File: config.mk
export PLATFORM = sky130hd
export DESIGN_NAME = cv32e41s_obi_ram_bridge
export DESIGN_NICKNAME = d
export VERILOG_FILES = /design/src/rtl/cv32e41s_obi_ram_bridge.sv
export SDC_FILE = /design/constraint.sdc
export NUM_CORES = 1
export LEC_CHECK = 0
export ABC_AREA = 1
export BUFFER_PORTS_ARGS = -buffer_cell sky130_fd_sc_hd__buf_4
export CAP_MARGIN = 20
export CORE_MARGIN = 2
export CORE_UTILIZATION = 45
export DETAILED_ROUTE_END_ITERATION = 8
export HOLD_SLACK_MARGIN = 0.15
export PLACE_DENSITY = 0.86
export SKIP_CTS_REPAIR_TIMING = 1
export SLEW_MARGIN = 20
export SYNTH_ARGS = -nofsm -noshare
export SYNTH_HDL_FRONTEND = slang
export SYNTH_SLANG_ARGS = --single-unit
File: constraint.sdc
create_clock -name clk_i -period 2.3 [get_ports clk_i]
set_clock_uncertainty 0.2 [all_clocks]
set_input_delay 0.115 -clock clk_i [delete_from_list [all_inputs] [get_ports clk_i]]
set_output_delay 0.115 -clock clk_i [all_outputs]
set_load 0.05 [all_outputs]
File: src/rtl/cv32e41s_obi_ram_bridge.sv
// OBI-to-single-port-RAM bridge for the cv32e41s word-wide on-chip RAM.
// Partial writes become a read-modify-write because the RAM port has no byte enables.
module cv32e41s_obi_ram_bridge #(
    parameter int unsigned A_WID    = 32,
    parameter int unsigned MEM_SIZE = 1024
) (
    input  logic             clk_i,
    input  logic             rst_ni,
    input  logic             obi_req_i,
    output logic             obi_gnt_o,
    input  logic [A_WID-1:0] obi_addr_i,
    input  logic             obi_we_i,
    input  logic [3:0]       obi_be_i,
    input  logic [31:0]      obi_wdata_i,
    output logic             obi_rvalid_o,
    output logic [31:0]      obi_rdata_o,
    output logic             obi_err_o,
    output logic             ram_en_o,
    output logic             ram_we_o,
    output logic [A_WID-1:0] ram_addr_o,
    output logic [31:0]      ram_wdata_o,
    input  logic [31:0]      ram_rdata_i
);

    localparam logic [1:0] S_IDLE  = 2'd0;
    localparam logic [1:0] S_RESP  = 2'd1;
    localparam logic [1:0] S_MERGE = 2'd2;

    localparam logic [A_WID-3:0] MEM_WORDS = (A_WID-2)'(MEM_SIZE);
    localparam logic [A_WID-1:0] LSB_MASK  = A_WID'(3);

    logic [1:0]       state_q, state_d;
    logic             err_q, err_d;
    logic             rd_q, rd_d;
    logic [A_WID-1:0] addr_q, addr_d;
    logic [3:0]       be_q, be_d;
    logic [31:0]      wdata_q, wdata_d;

    logic [A_WID-1:0] addr_aligned;
    logic             out_of_range;
    logic [31:0]      merged;

    assign addr_aligned = obi_addr_i & ~LSB_MASK;
    assign out_of_range = obi_addr_i[A_WID-1:2] >= MEM_WORDS;

    // Grant is held low during reset even though the state already reads IDLE.
    assign obi_gnt_o    = obi_req_i && rst_ni && (state_q != S_MERGE);
    assign obi_rvalid_o = (state_q == S_RESP);
    assign obi_err_o    = (state_q == S_RESP) && err_q;
    assign obi_rdata_o  = ((state_q == S_RESP) && rd_q) ? ram_rdata_i : '0;

    always_comb begin
        for (int unsigned i = 0; i < 4; i++) begin
            merged[8*i +: 8] = be_q[i] ? wdata_q[8*i +: 8] : ram_rdata_i[8*i +: 8];
        end
    end

    always_comb begin
        state_d     = state_q;
        err_d       = err_q;
        rd_d        = rd_q;
        addr_d      = addr_q;
        be_d        = be_q;
        wdata_d     = wdata_q;
        ram_en_o    = 1'b0;
        ram_we_o    = 1'b0;
        ram_addr_o  = '0;
        ram_wdata_o = '0;

        if (state_q == S_MERGE) begin
            ram_en_o    = 1'b1;
            ram_we_o    = 1'b1;
            ram_addr_o  = addr_q;
            ram_wdata_o = merged;
            state_d     = S_RESP;
            err_d       = 1'b0;
            rd_d        = 1'b0;
        end else if (obi_gnt_o) begin
            state_d = S_RESP;
            err_d   = 1'b0;
            rd_d    = 1'b0;
            if (out_of_range) begin
                err_d = 1'b1;
            end else if (!obi_we_i) begin
                ram_en_o   = 1'b1;
                ram_addr_o = addr_aligned;
                rd_d       = 1'b1;
            end else if (obi_be_i == 4'hF) begin
                ram_en_o    = 1'b1;
                ram_we_o    = 1'b1;
                ram_addr_o  = addr_aligned;
                ram_wdata_o = obi_wdata_i;
            end else if (obi_be_i != 4'h0) begin
                // Fetch the old word now; the merged write goes out from MERGE.
                ram_en_o   = 1'b1;
                ram_addr_o = addr_aligned;
                addr_d     = addr_aligned;
                be_d       = obi_be_i;
                wdata_d    = obi_wdata_i;
                state_d    = S_MERGE;
            end
        end else begin
            state_d = S_IDLE;
        end
    end

    always_ff @(posedge clk_i or negedge rst_ni) begin
        if (!rst_ni) begin
            state_q <= S_IDLE;
            err_q   <= 1'b0;
            rd_q    <= 1'b0;
            addr_q  <= '0;
            be_q    <= '0;
            wdata_q <= '0;
        end else begin
            state_q <= state_d;
            err_q   <= err_d;
            rd_q    <= rd_d;
            addr_q  <= addr_d;
            be_q    <= be_d;
            wdata_q <= wdata_d;
        end
    end

endmodule

==> results of run 1 <==
[routing by layer]
metal / vias up / routed length (um) / part of all wire (%) / track usage (%)
li1: 2612 / - / - / -
met1: 2480 / 6170 / 41 / 31.7
met3: 36 / 1060 / 7.1 / 4.81
met2: 252 / 7370 / 49 / 41.7
met5: - / 0 / 0 / 0
met4: 0 / 326 / 2.2 / 5.97
[state kept, by name, indices dropped and copies added (netlist names)]
| signal | cells |
|---|---|
| addr_q | 30 |
| be_q | 4 |
| err_q | 1 |
| rd_q | 1 |
| state_q | 2 |
| wdata_q | 32 |
[through the flow]
| stage | util (%) | TNS (ns) | power (mW) | worst slack, ns |
|---|---|---|---|---|
| after detailed placement | 62.0 | 0 | 1.58 | 0.304 |
| after global placement | 62.0 | 0 | 1.58 | 0.356 |
| final | 71.0 | 0 | 2.56 | 0.0386 |
| after floorplan | - | 0 | 1.38 | 0.0294 |
| after CTS | 63.8 | -0.424 | 2.47 | -0.0332 |
| after global routing | 71.0 | -0.0628 | 2.67 | -0.0512 |
[layout by cell type (no fill, tap or decap), drive strengths merged]
cell type and instances:
o21ai 37, inv 65, clkinvlp 1, buf 223, nor3 1, clkbuf 14
a21oi 32, nor2 122, o21a 10, conb 2, and2 1, nand4 48
dlygate4sd3 51, a31oi 1, dfrtp 70, clkinv 4, nand2 186, nand3 44
[power by group through the flow]
stage | Clock (mW) | Combinational [mW] | Sequential (mW)
2_1_floorplan | 0 | 0.117 | 1.26
3_3_place_gp | 0 | 0.320 | 1.26
3_5_place_dp | 0 | 0.324 | 1.26
4_1_cts | 0.908 | 0.325 | 1.23
5_1_grt | 0.967 | 0.465 | 1.23
6_report | 0.888 | 0.434 | 1.23
[path summary, 6_finish.rpt]
kind / end / startpoint / cells after the start
worst max-delay path: ram_addr_o[3] / state_q[1]$_DFF_PN0_ / 9
worst min-delay path: rd_q$_DFFE_PN0P_ / obi_addr_i[23] / 6
worst max register to register: wdata_q[21]$_DFFE_PN0P_ / state_q[1]$_DFF_PN0_ / 8
worst min register to register: wdata_q[17]$_DFFE_PN0P_ / wdata_q[17]$_DFFE_PN0P_ / 2
max in group asynchronous: wdata_q[10]$_DFFE_PN0P_ / rst_ni / 3
min in group asynchronous: addr_q[21]$_DFFE_PN0P_ / rst_ni / 3
[layout make-up]
class,count,share of cell area (%)
inverter,66,3.65
sequential,70,25.6
timing repair buffer,277,34.3
multi-input combinational,484,31.5
clock buffer,11,2.21
clock inverter,4,0.329
tap,133,2.43
[worst min-delay path, stage by stage]
cell     delay (ns)
buf_4          0.08
nor2_1         0.03
nand4_1        0.13
nor2_4         0.09
nand2_1        0.14
o21ai_1        0.08
[cells by family (layout without fill, tap and decap cells)]
kind of cell	Yosys count	after routing	share of synthesized area (%)
buffers and inverters	121	358	11.7
flip-flops	70	70	39.8
other	1	2	0.0853
AND/OR/NAND/NOR	402	402	38.7
AO/OA/AOI/OAI	80	80	9.70
==> summary.md, run 1 <==
| Metric | Value |
|---|---|
| Multi-input logic area | `0.00216 mm2` |
| Avg WL per Cell | `14.3 um` |
| Critical Path AT | `1.95 ns` |
| Area Overhead vs Synth | `55.7%` |
| List of cells traversed by the critical path | `inv_1, nor2_1, buf_6, nor2_4, buf_12, buf_12, nand3_1, nand2_1, buf_4` |
| Post-route ant nets | `0` |
| Height of the die | `103 um` |
| Ports | `205` |
| Internal cell power | `1.90 mW` |
| Kind of start point of the critical path | `flop` |
| Number of flops mapped to enable cells by yosys | `0` |
| Total number of vias | `5,380` |
| CTS sink cnt | `70` |
| Number of antenna violations at the first check in global routing | `0` |
| Detailed Route WL | `14.9 mm` |
| GPL Wtd Cong | `0.805` |
| Layout fillers | `765` |
| First-pass GRT wire length | `20.4 mm` |
| Synthesized area | `0.00440 mm2` |
| TritonCTS clock tree | `yes` |
| Maximum count of clock buffers along a single path | `2` |
| Worst max-slew margin expressed relative to the limit | `41.7%` |
| Starting density of the core | `45.6%` |
| Final slew viol count | `0` |
| Synth area leaders | `dfrtp_1 40%, nand2_1 16%, nor2_1 10%, nand4_1 6.8%, inv_1 5.4%` |
| Post-synthesis cell type count | `23` |
| Overflow after GRT | `0` |
| Avg Vias per Cell | `5.15` |
| Worst Path Buf+Inv | `5` |
| Worst-path cell with the longest stage delay | `dfrtp_1` |
| Highest Clock Rate | `442 MHz` |
| Maximum level of the CTS H-tree | `3` |
| Maximum vdd ir drop | `0.302 mV` |
| Post-Place Cell Area | `0.00598 mm2` |
| Sequential cell area fraction in the yosys report | `39.8%` |
| Smallest hold slack | `0.158 ns` |
| Filler-free cell count of the finished design | `1,045` |
| Die area | `0.0106 mm2` |
| Path type of the worst setup path | `flop to output pin` |
| Hpwl dp | `9.13 mm` |
| Number of max-capacitance violations reported | `0` |
| Final period util | `98.3%` |
| Fraction of power consumed by the clock network | `34.8%` |
| Leakage component of the power | `3.92 nW` |
| Total core area | `0.00964 mm2` |
| Fraction of post-synthesis cell area in the top cell type by area | `39.8%` |
| Longest individual stage delay on the worst path | `0.38 ns` |
| Root buffer cell | `clkbuf_8` |
| DRC violation count after routing | `0` |
| Clock edge transition at the registers on the reported setup and hold paths | `0.07 ns` |
| Nets | `1,012` |
| Num CTS Buffers | `9` |
| Most common cell in the synthesized netlist | `nand2_1` |
| Clock period minus worst slack | `2.26 ns` |
| Cell type contributing the most total cell area after synthesis | `dfrtp_1` |
| Final-report setup violation count | `0` |
| Power per cell area | `373 mW/mm2` |
| Type of element capturing the critical path | `output pin` |
| Later-pin clock latency in the skew report | `0.33 ns` |
| Ant diodes | `0` |
| Crit-path max FO | `11` |
| Register bit total from synthesis | `70` |
| Share of layout cells above drive strength 1 | `27.5%` |
| Register cell area after layout | `0.00175 mm2` |
| Fraction of power consumed by sequential logic | `48.3%` |
| Number of cells in the design after placement | `971` |
| Number of detailed-route iterations in the first pass | `5` |
| Status | `completed` |
| Net switching power | `0.660 mW` |
| Yosys warnings | `0` |
| Combinational Power Share | `17.0%` |
| Synth Instances | `674` |
| Largest net degree at the start of global routing | `71` |
| Synth cell count leaders | `186 x nand2_1, 121 x nor2_1, 70 x dfrtp_1, 63 x inv_1, 48 x nand4_1` |
| Syn avg cell area | `6.52 um2` |
| Minimum setup slack among reg-to-reg paths | `0.45 ns` |
| Main flop type after synthesis | `dfrtp_1` |
| Number of standard-cell rows in the floorplan | `36` |
| Cell type group with the largest total delay on the critical path | `buffers and inverters` |
| Port-buffer cells | `200` |
| Number of global-route vias before repair | `4,344` |
| Synth async-reset ratio | `100%` |
| Sw Ratio | `25.8%` |
| Overall track demand over capacity in global routing | `24.3%` |
| Slew at the pin closest to its max-slew limit | `0.874 ns` |
| Fin. Hold Viols | `0` |
| Horizontal die dimension | `103 um` |
| Path class of the lowest-slack min-delay path | `input pin to flop` |
| Final standard cell area without fillers | `0.00685 mm2` |
| CP required | `1.99 ns` |
| Violation count after the first detailed-route iteration | `296` |
| Library cell appearing most often on the critical path | `buf_12` |
Note: power is estimated with default switching activity, not from simulation.
==> run 2, diff against run 1 <==
ABC_AREA = default   (was 1)
PLACE_DENSITY = 0.88   (was 0.86)
==> run 2 against run 1 <==
  * Fmax rose by 2.3%
  * Via count fell by 33%
  * Non-clock buffer count fell by 17
  * Critical path depth fell by 3
  * Routed wire length fell by 23%
  * Die area fell by 12%
  * First-iteration DRC count fell by 60%
  * Utilization rose by 3.4 points
  * Sequential power barely moved
==> summary.md, run 2 <==
| Metric | Value |
|---|---|
| Status | `completed` |
| Type of element capturing the critical path | `output pin` |
| Synth cell count leaders | `70 x dfrtp_1, 42 x and2_1, 37 x mux2_2, 34 x and3_1` |
| CP required | `1.99 ns (about the same)` |
| Main flop type after synthesis | `dfrtp_1` |
| List of cells traversed by the critical path | `nand2b_1, nand3_2, nor4_4, buf_4, o2bb2ai_1, buf_4` |
| Setup repair after global routing missed its margin | `true` |
| Avg Vias per Cell | `5.31 (+3.2%)` |
| Area Overhead vs Synth | `60.4%` |
| Number of antenna violations at the first check in global routing | `0 (unchanged)` |
| Leakage component of the power | `3.23 nW (-18%)` |
| Overflow after GRT | `0 (unchanged)` |
| Fraction of power consumed by the clock network | `38.9% (+4.1 points)` |
| Fin. Hold Viols | `0 (unchanged)` |
| Ant diodes | `0 (unchanged)` |
| Root buffer cell | `clkbuf_8` |
| Hold Crit Start | `obi_addr_i[22]` |
| TritonCTS clock tree | `yes` |
| Overall track demand over capacity in global routing | `21.8% (-2.4 points)` |
| Number of flops mapped to enable cells by yosys | `0 (unchanged)` |
| Sequential cell area fraction in the yosys report | `45.7% (+5.8 points)` |
| Net switching power | `0.616 mW (-6.6%)` |
| Path type of the worst setup path | `flop to output pin` |
| Leading cell type in the layout, fill and taps excluded | `buf_4` |
| Biggest regs | `wdata_q x32, addr_q x30, be_q x4` |
| Number of cells in the design after placement | `614 (-37%)` |
| Register bit total from synthesis | `70 (unchanged)` |
| Number of flip-flops under the largest register name | `32 (unchanged)` |
| Total power | `2.53 mW (-0.87%)` |
| Worst-path cell with the longest stage delay | `dfrtp_1` |
| Largest reg by FF count | `wdata_q` |
| CTS sink cnt | `70 (unchanged)` |
| Minimum setup slack among reg-to-reg paths | `0.38 ns (-0.07 ns)` |
| Final-report setup violation count | `0 (unchanged)` |
| Highest Clock Rate | `452 MHz (+2.3%)` |
| Most common cell in the synthesized netlist | `dfrtp_1` |
| Syn avg cell area | `11.7 um2 (+80%)` |
| GPL Wtd Cong | `0.763 (-5.2%)` |
| Port-buffer cells | `200 (unchanged)` |
| Fraction of power consumed by sequential logic | `48.6% (+0.3 points)` |
| Avg WL per Cell | `17.0 um (+19%)` |
| Synth async-reset ratio | `100% (unchanged)` |
| Clock edge transition at the registers on the reported setup and hold paths | `0.08 ns (about the same)` |
| Path class of the lowest-slack min-delay path | `input pin to flop` |
| Post-route ant nets | `0 (unchanged)` |
| Maximum level of the CTS H-tree | `3 (unchanged)` |
| Clock period minus worst slack | `2.21 ns (-0.0503 ns)` |
| Smallest hold slack | `0.175 ns (+0.0177 ns)` |
| Num CTS Buffers | `9 (unchanged)` |
| Combinational Power Share | `12.5% (-4.5 points)` |
| Library cell appearing most often on the critical path | `buf_4` |
| Die area | `0.00928 mm2 (-12%)` |
| Crit-path max FO | `9 (-2)` |
| Number of standard-cell rows in the floorplan | `33 (-8.3%)` |
| R2r endpoint | `wdata_q[25]$_DFFE_PN0P_` |
| Origin of the critical flop-to-flop path | `state_q[0]$_DFF_PN0_` |
| Ports | `205 (unchanged)` |
| Longest individual stage delay on the worst path | `0.38 ns (about the same)` |
| First-pass GRT wire length | `15.6 mm (-23%)` |
| Number of global-route vias before repair | `3,361 (-23%)` |
| Most used cells in the layout excluding fill and tap cells | `209 x buf_4, 70 x dfrtp_1, 49 x dlygate4sd3_1` |
| Final period util | `96.1% (-2.2 points)` |
| Maximum count of clock buffers along a single path | `2 (unchanged)` |
| Later-pin clock latency in the skew report | `0.33 ns (about the same)` |
| Power per cell area | `412 mW/mm2 (+10%)` |
| Final slew viol count | `0 (unchanged)` |
| Cell type group with the largest total delay on the critical path | `simple AND/OR/NAND/NOR gates` |
| Critical Path AT | `1.90 ns (-0.05 ns)` |
| Worst Path Buf+Inv | `2 (-3)` |
| Number of max-capacitance violations reported | `0 (unchanged)` |
| Fraction of post-synthesis cell area in the top cell type by area | `45.7% (+5.8 points)` |
| Number of detailed-route iterations in the first pass | `4 (-1)` |
| Synth area leaders | `dfrtp_1 46%, mux2_2 11%, mux2i_1 8.4%, o2bb2ai_1 7.3%, and2_1 6.9%` |
| Hold Path Cell Cnt | `5 (-1)` |
| Depth of the worst register-to-register path | `6 (-2)` |
| Sw Ratio | `24.3% (-1.5 points)` |
| Share of layout cells above drive strength 1 | `49.5% (+22 points)` |
| Slew at the pin closest to its max-slew limit | `0.934 ns (+0.0599 ns)` |
| Internal cell power | `1.92 mW (+1.1%)` |
| DRC violation count after routing | `0 (unchanged)` |
| Setup total negative slack | `0 ns (unchanged)` |
| Yosys warnings | `0 (unchanged)` |
| Violation count after the first detailed-route iteration | `119 (-60%)` |
| Cell type contributing the most total cell area after synthesis | `dfrtp_1` |
| Starting density of the core | `46.4% (+0.83 points)` |
| Maximum vdd ir drop | `0.400 mV (+32%)` |
| Height of the die | `96.3 um (-6.3%)` |
| Horizontal die dimension | `96.3 um (-6.3%)` |
| Filler-free cell count of the finished design | `679 (-35%)` |
| Detailed Route WL | `11.5 mm (-23%)` |
| Hpwl dp | `7.59 mm (-17%)` |
| Worst max-slew margin expressed relative to the limit | `37.7% (-4.0 points)` |
| Synth Instances | `327 (-51%)` |
| Post-synthesis cell type count | `33 (+43%)` |
| Endpoint of the worst hold-timing path | `rd_q$_DFFE_PN0P_` |
| Kind of start point of the critical path | `flop` |
| Nets | `673 (-33%)` |
| Synthesized area | `0.00383 mm2 (-13%)` |
| Largest net degree at the start of global routing | `73 (+2.8%)` |
| Total core area | `0.00826 mm2 (-14%)` |
| Total number of vias | `3,606 (-33%)` |
## run 2: changes by cell type after synthesis, sizes merged, moves of 16 or more
cell     change
nand4       -47
inv         -63
mux2        +46
a21oi       -31
o2bb2ai     +32
clkbuf      -16
and2        +41
nand3       -42
and3        +34
nand2      -183
nor2       -120
mux2i       +32
o21ai       -36
## run 2: worst max-delay path by stage
stage                               from                      to  slack [ns]  depth (start not counted)
floorplan           state_q[1]$_DFF_PN0_  addr_q[10]$_DFFE_PN0P_        0.12                          8
detailed placement        obi_addr_i[20]          ram_wdata_o[5]        0.20                          7
global route        state_q[0]$_DFF_PN0_          ram_wdata_o[0]       -0.04                          6
global placement          obi_addr_i[31]         ram_wdata_o[13]        0.21                          7
CTS                 state_q[0]$_DFF_PN0_          ram_wdata_o[5]       -0.02                          6
finish              state_q[0]$_DFF_PN0_          ram_wdata_o[3]        0.09                          6
## run 2: cell type report
type | instances | area, um2
flip-flops and latches | 70 | 1750
fillers | 541 | 2110
multi-input cells | 226 | 1960
well taps | 105 | 131
clock inverters | 7 | 72.6
clock buffers | 9 | 124
repair buffers | 260 | 2100
inverters | 2 | 7.51
## run 2: worst reg2reg max path: cells and delay by family, from the launching register on
family | cells | cell delay (ns)
buffers and inverters | 2 | 0.40
and+or+nand+nor | 3 | 0.42
muxes | 1 | 0.39
DFF | 1 | 0.40
## run 2: logic make-up (layout without fill, tap and decap cells)
logic type / Yosys count / in the layout / share of synthesized area, %
compound gates: 46 / 46 / 10.5
buf+inv: 32 / 278 / 3.88
flops: 70 / 70 / 45.7
mux: 78 / 78 / 22.7
other cells: 1 / 2 / 0.0978
simple gates: 100 / 100 / 17.1
## run 2: per-layer routing
metal	GRT usage (%)	share of wire, %
met4	4.46	1.7
met2	39.9	53
met5	0	0
met1	25.4	39
met3	6.42	6.6
## run 2: power by group through the flow
| stage | Clock (mW) | Combinational, mW | Sequential, mW |
|---|---|---|---|
| floorplan | 0 | 0.0521 | 1.26 |
| global placement | 0 | 0.237 | 1.26 |
| detailed placement | 0 | 0.244 | 1.26 |
| CTS | 1.00 | 0.245 | 1.23 |
| global route | 1.06 | 0.342 | 1.23 |
| finish | 0.986 | 0.317 | 1.23 |
## run 2: stage by stage
| stage | cell area, um2 | setup slack [ns] | utilization (%) |
|---|---|---|---|
| floorplan | 3840 | 0.116 | - |
| global placement | 5450 | 0.214 | 66.0 |
| detailed placement | 5450 | 0.199 | 66.0 |
| CTS | 5650 | -0.0184 | 68.4 |
| global route | 6150 | -0.0397 | 74.5 |
| finish | 6150 | 0.0889 | 74.5 |
==> run 3, diff against run 2 <==
GPL_TIMING_DRIVEN = 0   (was default)
clock period = 2.65 ns   (was 2.3 ns; I/O delays follow)
==> run 3 against run 2 <==
  * The run now ends with hold timing left
  * Sequential share of layout area down 0.37 points
  * Clock-buffer cell count up 2
  * Cell area up 1.3%
  * Non-clock buffer count up 19
==> summary.md, run 3 (synthesized netlist as in run 2, its figures left out) <==
| Metric | Value |
|---|---|
| Path type of the worst setup path | `input pin to output pin` |
| Largest net degree at the start of global routing | `74 (+1.4%)` |
| Worst max-slew margin expressed relative to the limit | `52.0% (+14 points)` |
| Type of element capturing the critical path | `output pin` |
| Post-route ant nets | `0 (unchanged)` |
| Overall track demand over capacity in global routing | `23.0% (+1.1 points)` |
| Smallest hold slack | `-0.384 ns (-0.560 ns)` |
| Slew at the pin closest to its max-slew limit | `0.713 ns (-0.221 ns)` |
| Maximum count of clock buffers along a single path | `2 (unchanged)` |
| Nets | `692 (+2.8%)` |
| Layout fillers | `551 (+1.8%)` |
| Violation count after the first detailed-route iteration | `144 (+21%)` |
| Maximum level of the CTS H-tree | `3 (unchanged)` |
| Number of flip-flops under the largest register name | `32 (unchanged)` |
| Biggest regs | `wdata_q x32, addr_q x30, be_q x4` |
| Ports | `205 (unchanged)` |
| Number of max-capacitance violations reported | `0 (unchanged)` |
| Share of layout cells above drive strength 1 | `47.9% (-1.6 points)` |
| Avg WL per Cell | `17.1 um (+0.53%)` |
| Clock edge transition at the registers on the reported setup and hold paths | `0.07 ns (about the same)` |
| Top layer used by detailed routing | `met4` |
| Fraction of power consumed by sequential logic | `44.2% (-4.4 points)` |
| Status | `finished with violations` |
| Number of global-route vias before repair | `3,450 (+2.6%)` |
| Kind of start point of the critical path | `input pin` |
| Final-report setup violation count | `0 (unchanged)` |
| Fin. Hold Viols | `70 (+70)` |
| Worst-path cell with the longest stage delay | `nor4_1` |
| Starting density of the core | `46.4% (unchanged)` |
| First-pass GRT wire length | `16.3 mm (+4.4%)` |
| Multi-input logic area | `0.00195 mm2 (-0.70%)` |
| Area Overhead vs Synth | `62.5%` |
| Fraction of power consumed by the clock network | `44.4% (+5.5 points)` |
| Leading cell type in the layout, fill and taps excluded | `buf_4` |
| Final period util | `98.2%` |
| Overflow after GRT | `0 (unchanged)` |
| Clock period minus worst slack | `2.60 ns` |
| Highest Clock Rate | `384 MHz` |
| Total number of vias | `3,694 (+2.4%)` |
| Crit-path max FO | `10 (+1)` |
| Avg Vias per Cell | `5.29 (-0.35%)` |
| DRC violation count after routing | `0 (unchanged)` |
| Total core area | `0.00826 mm2 (unchanged)` |
| Met3 wire length | `704 um (-7.7%)` |
| TritonCTS clock tree | `yes` |
| Detailed Route WL | `11.9 mm (+3.3%)` |
| Register cell area after layout | `0.00175 mm2 (unchanged)` |
| Number of detailed-route iterations in the first pass | `4 (unchanged)` |
| Combinational Power Share | `11.4% (-1.1 points)` |
| Final core utilization | `75.5% (+0.98 points)` |
| Number of standard-cell rows in the floorplan | `33 (unchanged)` |
| Largest reg by FF count | `wdata_q` |
| Ant diodes | `0 (unchanged)` |
| Violations in the final reports | `hold timing` |
| Path class of the lowest-slack min-delay path | `input pin to async pin` |
| CP required | `2.32 ns (+0.33 ns)` |
| Power per cell area | `388 mW/mm2 (-5.9%)` |
| Num CTS Buffers | `9 (unchanged)` |
| Critical Path AT | `2.27 ns (+0.37 ns)` |
| Final slew viol count | `0 (unchanged)` |
| GPL Wtd Cong | `0.800 (+4.8%)` |
| Setup total negative slack | `0 ns (unchanged)` |
| Number of antenna violations at the first check in global routing | `0 (unchanged)` |
| Net switching power | `0.511 mW (-17%)` |
| Horizontal die dimension | `96.3 um (unchanged)` |
| Height of the die | `96.3 um (unchanged)` |
| Hpwl dp | `8.34 mm (+9.9%)` |
| Longest individual stage delay on the worst path | `0.64 ns (+0.26 ns)` |
| Most used cells in the layout excluding fill and tap cells | `203 x buf_4, 70 x dfrtp_1, 48 x dlygate4sd3_1` |
| Internal cell power | `1.91 mW (-0.66%)` |
| Sum of routed wire segments on met1 | `4.81 mm (+8.1%)` |
| Sw Ratio | `21.2% (-3.2 points)` |
| Die area | `0.00928 mm2 (unchanged)` |
| Leakage component of the power | `3.27 nW (+1.0%)` |
| Port-buffer cells | `200 (unchanged)` |
| Later-pin clock latency in the skew report | `0.33 ns (about the same)` |
| CTS sink cnt | `70 (unchanged)` |
| Root buffer cell | `clkbuf_8` |
| Library cell appearing most often on the critical path | `buf_4` |
| Met2 wire len | `6.16 mm (+0.72%)` |
| Maximum vdd ir drop | `0.270 mV (-33%)` |
| List of cells traversed by the critical path | `dlygate4sd3_1, buf_4, nor4_1, a2111oi_4, buf_2, a22o_1, buf_4` |
## run 3: changes by cell type in the layout (fill, tap and decap cells not counted), sizes merged
| cell | change |
|---|---|
| dlygate4sd3 | -1 |
| clkinv | -3 |
| buf | +6 |
| clkbuf | +16 |
| bufinv | +2 |
| inv | -1 |
## run 3: through the flow
stage | total power [mW] | setup slack [ns] | instance area (um2) | cells
6_report | 2.42 | 0.0480 | 6230 | 698
3_3_place_gp | 1.30 | -0.0597 | 5470 | 633
5_1_grt | 2.50 | -0.0151 | 6230 | 698
4_1_cts | 2.38 | -0.158 | 5730 | 649
2_1_floorplan | 1.14 | 0.466 | 3840 | 328
3_5_place_dp | 1.30 | -0.130 | 5470 | 633
## run 3: path summary, 6_finish.rpt
kind | depth (start not counted) | endpoint | start | slack, ns
max in group asynchronous | 1 | wdata_q[12]$_DFFE_PN0P_ | rst_ni | 2.19
min reg2reg | 1 | addr_q[29]$_DFFE_PN0P_ | addr_q[29]$_DFFE_PN0P_ | 0.28
max reg2reg | 8 | addr_q[6]$_DFFE_PN0P_ | state_q[1]$_DFF_PN0_ | 0.45
min in group clk_i | 5 | err_q$_DFFE_PN0P_ | obi_addr_i[22] | 0.17
max | 7 | ram_addr_o[11] | obi_be_i[3] | 0.05
min | 1 | addr_q[17]$_DFFE_PN0P_ | rst_ni | -0.38
## run 3: power by group through the flow
| stage | clock network [mW] | registers, mW | logic (mW) |
|---|---|---|---|
| CTS | 1.09 | 1.07 | 0.214 |
| detailed placement | 0 | 1.09 | 0.213 |
| global route | 1.14 | 1.07 | 0.296 |
| floorplan | 0 | 1.09 | 0.0452 |
| finish | 1.07 | 1.07 | 0.274 |
| global placement | 0 | 1.09 | 0.206 |
## run 3: cell type report
cell class,count,area share (%)
Timing Repair Buffer,249,32.0
Inverter,2,0.120
Multi-Input combinational cell,226,31.3
Clock inverter,5,1.69
Tap cell,105,2.11
Buffer,30,2.27
Sequential cell,70,28.1
Clock buffer,11,2.43
## run 3: critical path: cells and delay by family
| family | cells | cell delay, ns |
|---|---|---|
| buffers and inverters | 4 | 1.11 |
| AO/OA/AOI/OAI | 2 | 0.38 |
| AND/OR/NAND/NOR | 1 | 0.64 |
## run 3: per-layer routing
metal,track usage (%),vias to the layer above
met5,0,-
met4,7.39,0
met3,4.31,27
met2,42.1,156
met1,27.0,1793
li1,-,1718
